===== src/rtl/serial_accumulator_if.sv =====
// serial_accumulator_if
// Groups the product-bit stream, the clear strobe and the published
// accumulator result of serial_accumulator into one bundle.
//   master : upstream producer / consumer (drives stream and clr, reads result)
//   slave  : the accumulator itself
// Signals:
//   clr        synchronous clear of sum and overflow, aborts a frame
//   in_valid   in_bit is valid this cycle
//   in_start   marks bit 0 of a frame (only with in_valid)
//   in_bit     product bit, LSB first
//   in_ready   accumulator is idle and can take bit 0 of a new frame
//   acc        committed accumulator value
//   acc_valid  one-cycle pulse when acc was just updated by a frame
//   overflow   sticky carry-out flag
interface serial_accumulator_if #(
  parameter int ACC_W = 12
);
  logic             clr;
  logic             in_valid;
  logic             in_start;
  logic             in_bit;
  logic             in_ready;
  logic [ACC_W-1:0] acc;
  logic             acc_valid;
  logic             overflow;

  modport master (
    output clr, in_valid, in_start, in_bit,
    input  in_ready, acc, acc_valid, overflow
  );

  modport slave (
    input  clr, in_valid, in_start, in_bit,
    output in_ready, acc, acc_valid, overflow
  );
endinterface


===== src/rtl/serial_accumulator.sv =====
// serial_accumulator
// Bit-serial accumulator fed by the serial multiplier's product stream.
// Each FRAME_W-bit product (LSB first) is added in place into an ACC_W-bit
// working register through one full-adder cell and a carry flop, the carry
// is then rippled through the upper positions, and the result is committed
// to acc with a one-cycle acc_valid pulse.
// Parameters:
//   FRAME_W  bits per product frame
//   ACC_W    accumulator width, at least FRAME_W+1
// Ports:
//   clk      rising-edge clock
//   rst      synchronous active-high reset (priority over clr)
//   bus      serial_accumulator_if.slave (stream in, result out, clr)
// Build option:
//   SERIAL_ACC_SATURATE_EN  when defined, a frame that carries out of the
//                           top bit forces acc/work to all ones instead of
//                           wrapping. overflow is set either way.
//
// state | meaning
// ------+-----------------------------------------------------------
// IDLE  | work == acc, in_ready high, waiting for in_valid & in_start
// SHIFT | adding product bits 1..FRAME_W-1, stalls while in_valid low
// PROP  | rippling carry through positions FRAME_W..ACC_W-1
// DONE  | latch overflow, commit work to acc, pulse acc_valid
module serial_accumulator #(
  parameter int FRAME_W = 8,
  parameter int ACC_W   = 12
) (
  input  logic                 clk,
  input  logic                 rst,
  serial_accumulator_if.slave  bus
);

  localparam int CNT_W = $clog2(ACC_W + 1);
  localparam logic [CNT_W-1:0] LAST_BIT = CNT_W'(FRAME_W - 1);
  localparam logic [CNT_W-1:0] LAST_POS = CNT_W'(ACC_W - 1);

  typedef enum logic [1:0] {
    IDLE  = 2'd0,
    SHIFT = 2'd1,
    PROP  = 2'd2,
    DONE  = 2'd3
  } state_t;

  state_t           state;
  logic [ACC_W-1:0] work;
  logic             carry;
  logic [CNT_W-1:0] cnt;

  // Single full-adder cell at position cnt; in PROP the addend is zero.
  logic cur_bit;
  logic add_bit;
  logic fa_sum;
  logic fa_cout;

  always_comb begin
    cur_bit = work[cnt];
    add_bit = (state == SHIFT) ? bus.in_bit : 1'b0;
    fa_sum  = cur_bit ^ add_bit ^ carry;
    fa_cout = (cur_bit & add_bit) | (carry & (cur_bit ^ add_bit));
  end

  always_ff @(posedge clk) begin
    if (rst) begin
      state         <= IDLE;
      work          <= '0;
      carry         <= 1'b0;
      cnt           <= '0;
      bus.acc       <= '0;
      bus.acc_valid <= 1'b0;
      bus.overflow  <= 1'b0;
      bus.in_ready  <= 1'b1;
    end else begin
      bus.acc_valid <= 1'b0;
      if (bus.clr) begin
        state        <= IDLE;
        work         <= '0;
        carry        <= 1'b0;
        cnt          <= '0;
        bus.acc      <= '0;
        bus.overflow <= 1'b0;
        bus.in_ready <= 1'b1;
      end else begin
        case (state)
          IDLE: begin
            if (bus.in_valid && bus.in_start) begin
              // Bit 0 enters with no incoming carry: a half-adder step.
              work[0]      <= work[0] ^ bus.in_bit;
              carry        <= work[0] & bus.in_bit;
              cnt          <= CNT_W'(1);
              bus.in_ready <= 1'b0;
              state        <= (FRAME_W == 1) ? PROP : SHIFT;
            end
          end
          SHIFT: begin
            if (bus.in_valid) begin
              work[cnt] <= fa_sum;
              carry     <= fa_cout;
              cnt       <= cnt + 1'b1;
              if (cnt == LAST_BIT) begin
                state <= PROP;
              end
            end
          end
          PROP: begin
            work[cnt] <= fa_sum;
            carry     <= fa_cout;
            cnt       <= cnt + 1'b1;
            if (cnt == LAST_POS) begin
              state <= DONE;
            end
          end
          DONE: begin
            if (carry) begin
              bus.overflow <= 1'b1;
            end
`ifdef SERIAL_ACC_SATURATE_EN
            if (carry) begin
              work    <= '1;
              bus.acc <= '1;
            end else begin
              bus.acc <= work;
            end
`else
            bus.acc <= work;
`endif
            bus.acc_valid <= 1'b1;
            carry         <= 1'b0;
            cnt           <= '0;
            bus.in_ready  <= 1'b1;
            state         <= IDLE;
          end
          default: begin
            state <= IDLE;
          end
        endcase
      end
    end
  end

endmodule

===== src/flat_wrapper.sv =====
// flat-port wrapper written by rule: the top's interface ports become plain ports
module serial_accumulator_flat 
#(
  parameter int FRAME_W = 8,
  parameter int ACC_W   = 12
)
  (clk, rst, bus_clr, bus_in_valid, bus_in_start, bus_in_bit, bus_in_ready, bus_acc, bus_acc_valid, bus_overflow);
  serial_accumulator_if #(.ACC_W(ACC_W)) bus_i ();
  input  logic clk;
  input  logic rst;
  input wire logic [$bits(bus_i.clr)-1:0] bus_clr;
  input wire logic [$bits(bus_i.in_valid)-1:0] bus_in_valid;
  input wire logic [$bits(bus_i.in_start)-1:0] bus_in_start;
  input wire logic [$bits(bus_i.in_bit)-1:0] bus_in_bit;
  output wire logic [$bits(bus_i.in_ready)-1:0] bus_in_ready;
  output wire logic [$bits(bus_i.acc)-1:0] bus_acc;
  output wire logic [$bits(bus_i.acc_valid)-1:0] bus_acc_valid;
  output wire logic [$bits(bus_i.overflow)-1:0] bus_overflow;
  assign bus_i.clr = bus_clr;
  assign bus_i.in_valid = bus_in_valid;
  assign bus_i.in_start = bus_in_start;
  assign bus_i.in_bit = bus_in_bit;
  assign bus_in_ready = bus_i.in_ready;
  assign bus_acc = bus_i.acc;
  assign bus_acc_valid = bus_i.acc_valid;
  assign bus_overflow = bus_i.overflow;
  serial_accumulator #(.FRAME_W(FRAME_W), .ACC_W(ACC_W)) u_core (.clk(clk), .rst(rst), .bus(bus_i));
endmodule

===== config.mk =====
export PLATFORM = sky130hd
export DESIGN_NAME = serial_accumulator_flat
export DESIGN_NICKNAME = d
export VERILOG_FILES = /design/src/rtl/serial_accumulator_if.sv /design/src/rtl/serial_accumulator.sv /design/src/flat_wrapper.sv
export SDC_FILE = /design/constraint.sdc
export NUM_CORES = 1
export LEC_CHECK = 0
export ABC_AREA = 1
export CAP_MARGIN = 5
export CORE_MARGIN = 8
export CORE_UTILIZATION = 55
export DETAILED_ROUTE_END_ITERATION = 10
export PLACE_DENSITY = 0.79
export SYNTH_ARGS = -nofsm -noshare
export SYNTH_HDL_FRONTEND = slang
export SYNTH_SLANG_ARGS = --single-unit

===== constraint.sdc =====
create_clock -name clk -period 4 [get_ports clk]
set_clock_uncertainty 0.1 [all_clocks]
set_input_delay 0.6 -clock clk [delete_from_list [all_inputs] [get_ports clk]]
set_output_delay 0.6 -clock clk [all_outputs]
set_load 0.02 [all_outputs]

==> flow_summary.json <==
{
  "status": "finished, final reports clean",
  "die_x_um": 71.9,
  "finalCritPeriodShare_pct": 61.9,
  "slew_headroom_pct": 57.4,
  "synth_top_flop_cell": "dfxtp_1",
  "grt.overflow.total": 0,
  "dr.pass1.iters": 4,
  "end_kind": "flip-flop",
  "r2r_end": "u_core.work[0]",
  "initial_utilization_pct": 57.2,
  "placed_area_sq_um": 1930,
  "cts.hold.buffers_added": 0,
  "ir_worst_vdd_mv": 0.155,
  "max_stage_delay_ps": 830,
  "slew_viol_final": 0,
  "path_clk_slew_ps": 100,
  "gp_congestion": 0.916,
  "yosysSeqAreaShare_pct": 39.7,
  "crit_start": "u_core.cnt[0]",
  "rows": 20,
  "detail-route-antenna-nets": 0,
  "synth_edf_count": 0,
  "setup_ws_ps": 1520,
  "antenna_found_initial": 0,
  "syn-cell-area_sq_um": 1720,
  "reg2reg_slack_ps": 1520,
  "portBuffers": 20,
  "worstSetupStartpointType": "flip-flop",
  "clk_latency_ps": 330,
  "critPathTopFamily": "adder cells",
  "synthArstFlopShare_pct": 0,
  "fmax_mhz": 404,
  "drive_gt1_share_pct": 7.04,
  "antennaDiodeCount": 0,
  "cts_root_buf": "clkbuf_4",
  "place_ws_ps": 1440,
  "crit_cells": 13,
  "synthTopCellsByCount": "nand2_1 (59), nor2_1 (36), dfxtp_1 (34)",
  "cpMostUsedCell": "nand2_1",
  "core_sq_um": 3000,
  "post_cts_buffers": 0,
  "hold_viol_final": 0,
  "worstMarginPinSlew_ps": 639,
  "dp_hpwl_um": 2690,
  "cts_max_path_buffers": 2,
  "path_buf_inv": 1,
  "grt_pass1_wl_um": 6060,
  "yosysWarnings": 0,
  "synthDominantCellAreaShare_pct": 39.7,
  "syn2layout_area_growth_pct": 15.9,
  "setup_viol_count_final": 0,
  "avgSynthCellArea_sq_um": 6.92,
  "fin_util_pct": 66.3,
  "worst_ep_required_time_ps": 4140,
  "grt_use_total_pct": 14.7,
  "drt_iter0_drc": 120,
  "yosys.area.top_type": "dfxtp_1",
  "p_leak_nw": 0.780,
  "hp-class": "reg2reg",
  "synthDistinctLibCells": 21,
  "design_area_sq_um": 1990,
  "synth_nets": 264,
  "setup_tns_ps": 0,
  "fp.dieH_um": 71.9,
  "numCtsBuffers": 5,
  "rsz0062_at_grt": "false",
  "drc_errors": 0,
  "cts_tree": "yes",
  "die_area_sq_um": 5160,
  "timing.rr.start": "u_core.cnt[0]",
  "clock-sinks": 34,
  "ys_ff_latch": 34,
  "io_pins": 21,
  "vias_per_cell": 5.13,
  "worstPathCellList": "nor2_1 > nor2_1 > nand2_1 > o21ai_0 > nand2_1 > nand2_1 > nor2_1 > fa_1 > o21ai_0 > inv_1 > nand2_1 > nand2_1 > nor2_1",
  "cts.repair.resized": 0,
  "crit_type": "reg2reg",
  "total_power_w": 0.000636,
  "power_density_nw_per_um2": 320,
  "htree_levels": 2,
  "path_max_fanout": 14,
  "wl_per_cell_um": 11.8,
  "nets": 285,
  "yosysMostFrequentCell": "nand2_1",
  "drt_wl_total_um": 3590,
  "synth.area.top_cells": "dfxtp_1 (40%), nand2_1 (13%), a21oi_1 (8.7%)",
  "crit_path_end": "u_core.work[0]",
  "maxCapViolations": 0,
  "vias": 1554,
  "grt_max_degree": 25,
  "grt_pass1_vias": 1331,
  "critPathArrivalTime_ps": 2620,
  "worst_path_max_delay_cell": "fa_1",
  "netlist_instances": 248,
  "reg2regPathDepth": 13,
  "fin_crit_ps": 2480
}
worst reg2reg max path, delay by kind of cell (launching register included):
kind	cells	cell delay, ps
AOI/OAI and AO/OA	2	250
and+or+nand+nor	9	570
buffers and inverters	1	70
DFF	1	580
adders and majority gates	1	830
area by class of cell:
class	instances	area, sq um
inverter	29	109
sequential	34	681
clock inverter	2	12.5
tap	33	41.3
fill	279	1010
clock buffer	6	51.3
timing repair buffer	21	208
multi-input combinational	178	887
routing by layer:
metal	GRT usage [%]	vias up	share of wire [%]
li1	-	836	-
met1	18.9	664	46
met2	22.4	47	44
met3	3.91	7	7.8
met4	6.58	0	1.5
met5	0	-	0
worst min path at each step:
stage | startpoint | endpoint | slack, ps | depth (start not counted)
2_1_floorplan | u_core.carry | u_core.bus.overflow | 330 | 2
6_report | u_core.bus.acc[3] | u_core.bus.acc[3] | 360 | 2
3_3_place_gp | u_core.carry | u_core.bus.overflow | 340 | 2
4_1_cts | u_core.bus.acc[10] | u_core.bus.acc[10] | 370 | 2
3_5_place_dp | u_core.bus.acc[10] | u_core.bus.acc[10] | 350 | 2
5_1_grt | u_core.bus.acc[4] | u_core.bus.acc[4] | 380 | 2
state kept, by name, summed over array words and instances, names as in the netlist:
signal / cells
u_core.cnt: 4
u_core.bus.overflow: 1
u_core.bus.in_ready: 1
u_core.state: 2
u_core.carry: 1
u_core.bus.acc_valid: 1
u_core.work: 12
u_core.bus.acc: 12
stage by stage:
stage | instances | hold WS [ps]
2_1_floorplan | 248 | 334
3_3_place_gp | 295 | 345
3_5_place_dp | 295 | 353
4_1_cts | 303 | 369
5_1_grt | 303 | 383
6_report | 303 | 364
cell usage in the layout (no fill, tap or decap), drive strengths merged, types with 6 or more instances in the layout:
cell,count
dfxtp,34
clkbuf,6
inv,29
ha,9
clkdlybuf4s50,20
nand3,17
a21oi,30
nor2,40
o21ai,15
nand2,62
where the power goes:
| part | internal (W) | switching [W] |
|---|---|---|
| sequential | 0.000343 | 0.00000556 |
| combinational | 0.0000311 | 0.0000586 |
| clock | 0.0000844 | 0.000114 |
cell families after synthesis:
kind of cell	Yosys count	synth area share [%]
XOR/XNOR	1	0.510
AND/OR/NAND/NOR	120	29.2
AO/OA/AOI/OAI	47	14.2
adder cells (fa/ha/maj)	10	7.73
flip-flops	34	39.6
buffers and inverters	36	8.67
Power figures use the tool's default switching activity.
